### src/rtl/axi_lite_mux_pkg.sv
// Shared types for the AXI-Lite round-robin mux: FSM state encodings and
// AXI response codes.
package axi_lite_mux_pkg;

  typedef enum logic [1:0] {
    W_IDLE,
    W_ADDR,
    W_RESP
  } wstate_e;

  typedef enum logic [1:0] {
    R_IDLE,
    R_ADDR,
    R_DATA
  } rstate_e;

  typedef logic [1:0] resp_t;

  localparam resp_t RESP_OKAY   = 2'b00;
  localparam resp_t RESP_EXOKAY = 2'b01;
  localparam resp_t RESP_SLVERR = 2'b10;
  localparam resp_t RESP_DECERR = 2'b11;

endpackage

### src/rtl/lite_spill_reg.sv
// Two-entry, non-bypass spill register: one cycle of latency, full
// throughput, and in_ready depends only on internal state.
module lite_spill_reg #(
  parameter int unsigned Width = 8
) (
  input  logic             clk,
  input  logic             rst,
  input  logic             in_valid,
  output logic             in_ready,
  input  logic [Width-1:0] in_data,
  output logic             out_valid,
  input  logic             out_ready,
  output logic [Width-1:0] out_data
);

  logic             a_full_q, a_full_d, b_full_q, b_full_d;
  logic [Width-1:0] a_data_q, a_data_d, b_data_q, b_data_d;

  assign in_ready  = ~b_full_q;
  assign out_valid = a_full_q;
  assign out_data  = a_data_q;

  // Slot a is the head; slot b only fills while a is stalled downstream.
  always_comb begin
    a_full_d = a_full_q;
    b_full_d = b_full_q;
    a_data_d = a_data_q;
    b_data_d = b_data_q;
    if (out_valid && out_ready) begin
      if (b_full_q) begin
        a_data_d = b_data_q;
        b_full_d = 1'b0;
      end else begin
        a_full_d = 1'b0;
      end
    end
    if (in_valid && in_ready) begin
      if (!a_full_d) begin
        a_full_d = 1'b1;
        a_data_d = in_data;
      end else begin
        b_full_d = 1'b1;
        b_data_d = in_data;
      end
    end
  end

  always_ff @(posedge clk) begin
    if (rst) begin
      a_full_q <= 1'b0;
      b_full_q <= 1'b0;
      a_data_q <= '0;
      b_data_q <= '0;
    end else begin
      a_full_q <= a_full_d;
      b_full_q <= b_full_d;
      a_data_q <= a_data_d;
      b_data_q <= b_data_d;
    end
  end

endmodule

### src/rtl/rr_arbiter_lite.sv
// Combinational round-robin pick: first requester at or after ptr_i,
// wrapping, reported as a one-hot grant and a binary index.
module rr_arbiter_lite #(
  parameter int unsigned NumReq = 2,
  parameter int unsigned IdxW   = (NumReq > 1) ? $clog2(NumReq) : 1
) (
  input  logic [NumReq-1:0] req_i,
  input  logic [IdxW-1:0]   ptr_i,
  output logic [NumReq-1:0] gnt_o,
  output logic [IdxW-1:0]   idx_o
);

  logic            found;
  logic [IdxW-1:0] cand;

  always_comb begin
    gnt_o = '0;
    idx_o = '0;
    found = 1'b0;
    cand  = '0;
    for (int unsigned i = 0; i < NumReq; i++) begin
      cand = IdxW'((32'(ptr_i) + i) % NumReq);
      if (!found && req_i[cand]) begin
        found       = 1'b1;
        gnt_o[cand] = 1'b1;
        idx_o       = cand;
      end
    end
  end

endmodule

### src/rtl/axi_lite_rr_mux.sv
// N:1 AXI-Lite mux with independent round-robin write and read arbitration,
// one outstanding transaction per direction. Define AXI_LITE_MUX_SPILL_EN to
// insert spill registers on master AW, W and AR.
module axi_lite_rr_mux
  import axi_lite_mux_pkg::*;
#(
  parameter int unsigned NumSlvPorts    = 2,
  parameter int unsigned AXI_ADDR_WIDTH = 16,
  parameter int unsigned AXI_DATA_WIDTH = 32
) (
  input  logic                                      clk,
  input  logic                                      rst,
  input  logic [NumSlvPorts-1:0]                    s_awvalid,
  output logic [NumSlvPorts-1:0]                    s_awready,
  input  logic [NumSlvPorts*AXI_ADDR_WIDTH-1:0]     s_awaddr,
  input  logic [NumSlvPorts-1:0]                    s_wvalid,
  output logic [NumSlvPorts-1:0]                    s_wready,
  input  logic [NumSlvPorts*AXI_DATA_WIDTH-1:0]     s_wdata,
  input  logic [NumSlvPorts*(AXI_DATA_WIDTH/8)-1:0] s_wstrb,
  output logic [NumSlvPorts-1:0]                    s_bvalid,
  input  logic [NumSlvPorts-1:0]                    s_bready,
  output logic [NumSlvPorts*2-1:0]                  s_bresp,
  input  logic [NumSlvPorts-1:0]                    s_arvalid,
  output logic [NumSlvPorts-1:0]                    s_arready,
  input  logic [NumSlvPorts*AXI_ADDR_WIDTH-1:0]     s_araddr,
  output logic [NumSlvPorts-1:0]                    s_rvalid,
  input  logic [NumSlvPorts-1:0]                    s_rready,
  output logic [NumSlvPorts*AXI_DATA_WIDTH-1:0]     s_rdata,
  output logic [NumSlvPorts*2-1:0]                  s_rresp,
  output logic                                      m_awvalid,
  input  logic                                      m_awready,
  output logic [AXI_ADDR_WIDTH-1:0]                 m_awaddr,
  output logic                                      m_wvalid,
  input  logic                                      m_wready,
  output logic [AXI_DATA_WIDTH-1:0]                 m_wdata,
  output logic [AXI_DATA_WIDTH/8-1:0]               m_wstrb,
  input  logic                                      m_bvalid,
  output logic                                      m_bready,
  input  logic [1:0]                                m_bresp,
  output logic                                      m_arvalid,
  input  logic                                      m_arready,
  output logic [AXI_ADDR_WIDTH-1:0]                 m_araddr,
  input  logic                                      m_rvalid,
  output logic                                      m_rready,
  input  logic [AXI_DATA_WIDTH-1:0]                 m_rdata,
  input  logic [1:0]                                m_rresp
);

  localparam int unsigned IdxW  = (NumSlvPorts > 1) ? $clog2(NumSlvPorts) : 1;
  localparam int unsigned StrbW = AXI_DATA_WIDTH / 8;

  function automatic logic [IdxW-1:0] next_idx(input logic [IdxW-1:0] g);
    if (32'(g) + 1 >= NumSlvPorts) return '0;
    return g + 1'b1;
  endfunction

  wstate_e         wstate_q, wstate_d;
  rstate_e         rstate_q, rstate_d;
  logic [IdxW-1:0] wgnt_q, wgnt_d, wptr_q, wptr_d;
  logic [IdxW-1:0] rgnt_q, rgnt_d, rptr_q, rptr_d;
  logic            aw_done_q, aw_done_d, w_done_q, w_done_d;

  logic [NumSlvPorts-1:0] warb_oh, rarb_oh;
  logic [IdxW-1:0]        warb_idx, rarb_idx;
  int unsigned            wg, rg;

  logic                      aw_fwd_valid, aw_fwd_ready;
  logic                      w_fwd_valid, w_fwd_ready;
  logic                      ar_fwd_valid, ar_fwd_ready;
  logic [AXI_ADDR_WIDTH-1:0] aw_addr_sel, ar_addr_sel;
  logic [AXI_DATA_WIDTH-1:0] w_data_sel;
  logic [StrbW-1:0]          w_strb_sel;

  assign wg = 32'(wgnt_q);
  assign rg = 32'(rgnt_q);

  rr_arbiter_lite #(.NumReq(NumSlvPorts), .IdxW(IdxW)) u_warb (
    .req_i(s_awvalid), .ptr_i(wptr_q), .gnt_o(warb_oh), .idx_o(warb_idx)
  );

  rr_arbiter_lite #(.NumReq(NumSlvPorts), .IdxW(IdxW)) u_rarb (
    .req_i(s_arvalid), .ptr_i(rptr_q), .gnt_o(rarb_oh), .idx_o(rarb_idx)
  );

  always_comb begin
    aw_addr_sel = s_awaddr[wg*AXI_ADDR_WIDTH +: AXI_ADDR_WIDTH];
    w_data_sel  = s_wdata[wg*AXI_DATA_WIDTH +: AXI_DATA_WIDTH];
    w_strb_sel  = s_wstrb[wg*StrbW +: StrbW];
    ar_addr_sel = s_araddr[rg*AXI_ADDR_WIDTH +: AXI_ADDR_WIDTH];
  end

  // AW and W complete independently; the response phase waits for both.
  always_comb begin
    wstate_d     = wstate_q;
    wgnt_d       = wgnt_q;
    wptr_d       = wptr_q;
    aw_done_d    = aw_done_q;
    w_done_d     = w_done_q;
    aw_fwd_valid = 1'b0;
    w_fwd_valid  = 1'b0;
    s_awready    = '0;
    s_wready     = '0;
    s_bvalid     = '0;
    s_bresp      = {NumSlvPorts{RESP_OKAY}};
    m_bready     = 1'b0;
    case (wstate_q)
      W_IDLE: begin
        if (|warb_oh) begin
          wgnt_d   = warb_idx;
          wstate_d = W_ADDR;
        end
      end
      W_ADDR: begin
        aw_fwd_valid      = s_awvalid[wgnt_q] & ~aw_done_q;
        s_awready[wgnt_q] = aw_fwd_ready & ~aw_done_q;
        w_fwd_valid       = s_wvalid[wgnt_q] & ~w_done_q;
        s_wready[wgnt_q]  = w_fwd_ready & ~w_done_q;
        if (aw_fwd_valid && aw_fwd_ready) aw_done_d = 1'b1;
        if (w_fwd_valid && w_fwd_ready)   w_done_d  = 1'b1;
        if (aw_done_d && w_done_d) begin
          wstate_d = W_RESP;
          wptr_d   = next_idx(wgnt_q);
        end
      end
      W_RESP: begin
        s_bvalid[wgnt_q]    = m_bvalid;
        m_bready            = s_bready[wgnt_q];
        s_bresp[wg*2 +: 2]  = m_bresp;
        if (m_bvalid && s_bready[wgnt_q]) begin
          aw_done_d = 1'b0;
          w_done_d  = 1'b0;
          wstate_d  = W_IDLE;
        end
      end
      default: wstate_d = W_IDLE;
    endcase
  end

  always_comb begin
    rstate_d     = rstate_q;
    rgnt_d       = rgnt_q;
    rptr_d       = rptr_q;
    ar_fwd_valid = 1'b0;
    s_arready    = '0;
    s_rvalid     = '0;
    s_rdata      = '0;
    s_rresp      = {NumSlvPorts{RESP_OKAY}};
    m_rready     = 1'b0;
    case (rstate_q)
      R_IDLE: begin
        if (|rarb_oh) begin
          rgnt_d   = rarb_idx;
          rstate_d = R_ADDR;
        end
      end
      R_ADDR: begin
        ar_fwd_valid      = s_arvalid[rgnt_q];
        s_arready[rgnt_q] = ar_fwd_ready;
        if (ar_fwd_valid && ar_fwd_ready) begin
          rstate_d = R_DATA;
          rptr_d   = next_idx(rgnt_q);
        end
      end
      R_DATA: begin
        s_rvalid[rgnt_q]                             = m_rvalid;
        m_rready                                     = s_rready[rgnt_q];
        s_rdata[rg*AXI_DATA_WIDTH +: AXI_DATA_WIDTH] = m_rdata;
        s_rresp[rg*2 +: 2]                           = m_rresp;
        if (m_rvalid && s_rready[rgnt_q]) rstate_d = R_IDLE;
      end
      default: rstate_d = R_IDLE;
    endcase
  end

`ifdef AXI_LITE_MUX_SPILL_EN
  // Done flags track the slave-side handshake into the spill register.
  lite_spill_reg #(.Width(AXI_ADDR_WIDTH)) u_aw_spill (
    .clk(clk), .rst(rst),
    .in_valid(aw_fwd_valid), .in_ready(aw_fwd_ready), .in_data(aw_addr_sel),
    .out_valid(m_awvalid), .out_ready(m_awready), .out_data(m_awaddr)
  );

  lite_spill_reg #(.Width(AXI_DATA_WIDTH + StrbW)) u_w_spill (
    .clk(clk), .rst(rst),
    .in_valid(w_fwd_valid), .in_ready(w_fwd_ready), .in_data({w_data_sel, w_strb_sel}),
    .out_valid(m_wvalid), .out_ready(m_wready), .out_data({m_wdata, m_wstrb})
  );

  lite_spill_reg #(.Width(AXI_ADDR_WIDTH)) u_ar_spill (
    .clk(clk), .rst(rst),
    .in_valid(ar_fwd_valid), .in_ready(ar_fwd_ready), .in_data(ar_addr_sel),
    .out_valid(m_arvalid), .out_ready(m_arready), .out_data(m_araddr)
  );
`else
  assign m_awvalid    = aw_fwd_valid;
  assign aw_fwd_ready = m_awready;
  assign m_awaddr     = aw_addr_sel;
  assign m_wvalid     = w_fwd_valid;
  assign w_fwd_ready  = m_wready;
  assign m_wdata      = w_data_sel;
  assign m_wstrb      = w_strb_sel;
  assign m_arvalid    = ar_fwd_valid;
  assign ar_fwd_ready = m_arready;
  assign m_araddr     = ar_addr_sel;
`endif

  always_ff @(posedge clk) begin
    if (rst) begin
      wstate_q  <= W_IDLE;
      rstate_q  <= R_IDLE;
      wgnt_q    <= '0;
      wptr_q    <= '0;
      rgnt_q    <= '0;
      rptr_q    <= '0;
      aw_done_q <= 1'b0;
      w_done_q  <= 1'b0;
    end else begin
      wstate_q  <= wstate_d;
      rstate_q  <= rstate_d;
      wgnt_q    <= wgnt_d;
      wptr_q    <= wptr_d;
      rgnt_q    <= rgnt_d;
      rptr_q    <= rptr_d;
      aw_done_q <= aw_done_d;
      w_done_q  <= w_done_d;
    end
  end

endmodule

### config.mk
export PLATFORM = sky130hd
export DESIGN_NAME = axi_lite_rr_mux
export DESIGN_NICKNAME = d
export VERILOG_FILES = /design/src/rtl/axi_lite_mux_pkg.sv /design/src/rtl/lite_spill_reg.sv /design/src/rtl/rr_arbiter_lite.sv /design/src/rtl/axi_lite_rr_mux.sv
export SDC_FILE = /design/constraint.sdc
export NUM_CORES = 1
export LEC_CHECK = 0
export ABC_CLOCK_PERIOD_IN_PS = 2500
export BUFFER_PORTS_ARGS = -buffer_cell sky130_fd_sc_hd__clkbuf_2
export CORE_AREA = 2 2 134 136
export CTS_BUF_LIST = sky130_fd_sc_hd__clkbuf_16
export CTS_CLUSTER_SIZE = 40
export DETAILED_ROUTE_END_ITERATION = 8
export DIE_AREA = 0 0 136 138
export SYNTH_ARGS = -nofsm -noshare
export SYNTH_HDL_FRONTEND = slang
export SYNTH_HIERARCHICAL = 1
export SYNTH_SLANG_ARGS = --single-unit
### constraint.sdc
create_clock -name clk -period 2.5 [get_ports clk]
set_input_delay 0.25 -clock clk [delete_from_list [all_inputs] [get_ports clk]]
set_output_delay 0.25 -clock clk [all_outputs]
set_load 0.005 [all_outputs]
# [Word level (Yosys, flattened, before mapping)]
# Cells that the tools add are included.
[op_classes] n_mux=78 shift=10 bitwise=16 n_eq_ne=10 reduce_logical=28 n_addsub=9 n_lt_le_gt_ge=14
[op_table] cell="negator 2 -> 34 bit" count=2
[op_table] cell="variable shift 2 x 34 -> 4 bit (first input constant)" count=2
[op_table] cell="variable part select 2 x 34 -> 4 bit" count=2
[op_table] cell="bitwise AND 64 bit" count=1
[op_table] cell="2-to-1 mux 64 bit" count=1
[op_table] cell="variable shift 32 x 34 -> 64 bit (first input constant)" count=1
[op_table] cell="variable part select 32 x 34 -> 64 bit" count=1
[op_table] cell="variable part select 32 x 6 -> 16 bit" count=2
[op_table] cell="variable part select 64 x 7 -> 32 bit" count=1
[op_table] cell="2-to-1 mux 1 bit" count=50
[op_table] cell="negator 6 -> 34 bit" count=1
[op_table] cell="2-to-1 mux 2 bit" count=15
[op_table] cell="logical AND 1 bit" count=14
[op_table] cell="< comparator 1 x 2 -> 1 bit (second input constant)" count=6
[op_table] cell="!= test 2 bit (second input constant)" count=6
[op_table] cell="one-hot mux 2 bit (3 select lines)" count=2
[op_table] cell="bitwise AND 2 bit" count=5
[op_table] cell="AND reduction 2 bit" count=5
[op_table] cell="bitwise AND 4 bit" count=2
[op_table] cell="2-to-1 mux 4 bit" count=2
[op_table] cell="variable part select 8 x 4 -> 4 bit" count=1
[op_table] cell="demux 1 bit (select 1 bit)" count=6
[op_table] cell=">= comparator 1 bit (second input constant)" count=6
[op_table] cell="AND reduction 3 bit" count=2
[op_table] cell="other kinds (13)" count=29
[totals] output_inout_bits=155 inputBits=189 reg_bits=10 wordCells=173

# [Depth between registers and ports, before layout]
[depth] ltp_word=10 mapped_depth=6 mapped_depth_nobuf=6

# [Cells and area by module]
# The synthesis kept the hierarchy.
[by_module_without_submodules] module="axi_lite_rr_mux" n_inst=1 seq_area_each_um2=200.2 cells_per_inst=240 area_each_um2=1930.6
[by_module_without_submodules] module="rr_arbiter_lite" n_inst=2 seq_area_each_um2=0.0 cells_per_inst=4 area_each_um2=30.0

# [Least setup slack after synthesis]
# OpenSTA, ideal clock, no wires.
[synth_path] kind="reg2out" from="register rgnt_q" to="output m_araddr[0]" arrival_time_ns=1.149 path_buffers=2 setup_slack_ns=1.101 stages_incl_launch_ff=4 t_required_ns=2.250 cell_sequence="dfxtp_1 > buf_2 > buf_2 > mux2_2"
[synth_via] elab_chain_len=1
[synth_rtl] item="start: declaration" line="axi_lite_rr_mux.sv:60" text="logic [IdxW-1:0] rgnt_q, rgnt_d, rptr_q, rptr_d;"
[synth_rtl] item="start signal: assignment" line="axi_lite_rr_mux.sv:222" text="rgnt_q <= rgnt_d;"
[synth_rtl] item="variable part select 32 x 6 -> 16 bit" line="axi_lite_rr_mux.sv:89" text="ar_addr_sel = s_araddr[rg*AXI_ADDR_WIDTH +: AXI_ADDR_WIDTH];"
[synth_rtl] item="end: declaration" line="axi_lite_rr_mux.sv:42" text="output logic [AXI_ADDR_WIDTH-1:0] m_araddr,"
# No other way between the ends.

# [Worst setup path in the final report]
[layout_path] from="register wgnt_q" to="output m_wdata[26]"
[layout_via] elab_chain_len=1
[layout_rtl] item="start: declaration" line="axi_lite_rr_mux.sv:59" text="logic [IdxW-1:0] wgnt_q, wgnt_d, wptr_q, wptr_d;"
[layout_rtl] item="start signal: assignment" line="axi_lite_rr_mux.sv:220" text="wgnt_q <= wgnt_d;"
[layout_rtl] item="variable part select 64 x 7 -> 32 bit" line="axi_lite_rr_mux.sv:87" text="w_data_sel = s_wdata[wg*AXI_DATA_WIDTH +: AXI_DATA_WIDTH];"
[layout_rtl] item="end: declaration" line="axi_lite_rr_mux.sv:35" text="output logic [AXI_DATA_WIDTH-1:0] m_wdata,"
# No other way between the ends.

==> metrics <==
status complete, no violations; Hold WC Path Type in -> reg; total power 1.03 mW; most frequent cells in the layout clkbuf_2 (343), and2_1 (74), mux2_2 (70); core area 0.0175 sq mm; RSZ-0062 raised after global routing no; utilization after layout 23.1%; CP Capture Type primary output; H-tree depth 1; share of layout cells above drive strength 1 73.3%; Vias/cell 3.83; largest net degree at the start of global routing 51; Final Hold Fails 0; DRC viols 0; Num CTS Buffers 3; CTS root buf clkbuf_16; post-synth top area share between 30% and 40%; asr flop ratio synth 0%; WP data arrival 1.72 ns; cell area after placement 0.00398 sq mm; postcts setup bufs 0; DR pass1 iterations 4; family with the most delay on the worst path flip-flops; die area between 0.015 and 0.02 sq mm; GPL Wtd Cong 0.827; top cells by area, synth mux2_2 (40%), and2_1 (23%), dfxtp_1 (10%), nor2_1 (2.8%), mux2i_1 (2.0%); Static Leak 2.28 nW; CTS sink count 10; first-pass GRT wire length 17.3 mm; crit path kind reg -> out; Slew HR a little over two thirds; Reg power frac between 10% and 20%; Place WS 0.686 ns; min Tclk post-route 1.97 ns; vias 3117; clock transition at the registers of the reported paths about 0.04 ns; post-route ant nets 0; total grt overflow 0; Syn Area/Cell 8.03 sq um; die height 138 um; routed wire length around 12 mm; worst hold slack between 0.2 and 0.3 ns; Cell Pwr Density approximately 250 mW/mm^2; area grow syn2layout 104%; GR Util All Layers 12.4%; Final WS setup 0.530 ns; Slew @ Worst Pin 0.434 ns; antenna violations before repair 0; worst path bufs/invs 2; Worst IR Drop VDD 0.000202 V; Required @ worst endpoint approximately 2.3 ns; Multi-input gate area 0.00171 sq mm; Final Skew 0.000298 ns; Int Pwr 696 uW; Post-CTS Resized 0; Slew Limit Fails 0; Final nets 774; Detailed Place HPWL approximately 11 mm; max_cap viols 0; Worst setup SP type register; fmax 507 MHz; critical path peak fanout 50; commonest non-fill, non-tap cell in the layout clkbuf_2; cell taking the most area after synthesis mux2_2; commonest register cell after synthesis dfxtp_1; synth unique cells 31; WL per Instance between 15 and 20 um; Sw Pwr ~340 uW; Core Rows 49; post-route cell area 0.00406 sq mm; Reg area 201 sq um; Synth Warn # 6; Sw Share 32.6%; Placed Instances 809; Seq cells post-synth 10; Cell Count, Final, Fillers Out 813; setup TNS 0 ns; Longest Clk Path Bufs 2; Die Wd 136 um; drt initial violations slightly below 80; Starting Density 11.4%; post-synthesis sequential area ratio approximately 10%; Max stage delay on crit path 0.59 ns; Net Count, Synth approximately 440; vias in the first global route around 3000; slowest CP cell dfxtp_2; Comb power frac between 50% and 60%; Tcrit/Tclk final about four fifths; port buffer count 343; clock power share 28.4%; # fillers 1971; post-cts hold buffer count 0; Post-synth EDFFs 0; crit-path cells buf_12 -> mux2_2 -> clkbuf_2; synthesized instance count around 250; synthesized cell area between 0.0015 and 0.002 sq mm; I/O pin count 344; Worst-Skew Late Latency 0.24 ns; endpoints failing setup 0; TritonCTS clock tree done; ANT cells 0
-- worst min-delay path: stages --
cell and delay, ns:
clkbuf_2 0.10, nand3_2 0.07, a21oi_1 0.05
-- worst paths after layout --
check,startpoint,to,slack (ns),depth (start not counted)
setup / recovery,wgnt_q,m_wdata[26],0.53,3
hold / removal,m_awready,aw_done_q,0.29,3
setup reg to reg,wgnt_q,wptr_q,0.71,4
hold reg to reg,rstate_q[1],rstate_q[0],0.50,1
-- logic make-up after synthesis --
group	count (synthesis)	share of synthesized area (%)
buf+inv	20	4.40
flops	10	10.1
mux	76	42.9
compound gates	22	7.61
simple gates	120	35.0
-- Yosys cell counts (2+ instances only) --
| library cell | n |
|---|---|
| and2_1 | 74 |
| mux2_2 | 70 |
| nor2_1 | 15 |
| dfxtp_1 | 10 |
| clkbuf_1 | 8 |
| nand2_1 | 8 |
| buf_2 | 7 |
| a21oi_1 | 5 |
| nor3_1 | 5 |
| a21boi_1 | 4 |
| inv_1 | 4 |
| mux2i_1 | 4 |
| nand2b_1 | 4 |
| nor2b_1 | 4 |
| o21ai_0 | 4 |
| and3_1 | 3 |
| a21boi_2 | 2 |
| a21o_1 | 2 |
| and3b_1 | 2 |
| o31ai_1 | 2 |
-- area by class of cell --
type / instances / share of cell area [%]
Tap cell: 229 / 7.06
Clock inverter: 1 / 0.0925
Inverter: 4 / 0.370
Sequential cell: 10 / 4.97
Clock buffer: 3 / 1.85
Timing Repair Buffer: 348 / 43.6
Multi-Input combinational cell: 218 / 42.1
-- per-layer routing --
layer / wire, um / track usage [%]
met5: 0 / 0
met4: 102 / 1.64
met3: 1260 / 3.41
met2: 6780 / 25.6
met1: 4220 / 12.3
-- sequential cells by signal, indices dropped and copies added (netlist names) --
name	cells
w_done_q	1
wgnt_q	1
rgnt_q	1
wstate_q	2
rstate_q	2
wptr_q	1
aw_done_q	1
rptr_q	1
-- power by group through the flow --
stage	sequential, mW	combinational (mW)	clock, mW
2_1_floorplan	0.190	0.235	0
3_3_place_gp	0.202	0.549	0
3_5_place_dp	0.203	0.551	0
4_1_cts	0.200	0.554	0.300
5_1_grt	0.203	0.600	0.312
6_report	0.200	0.540	0.293
No activity file was read; power rests on OpenSTA's default activity.
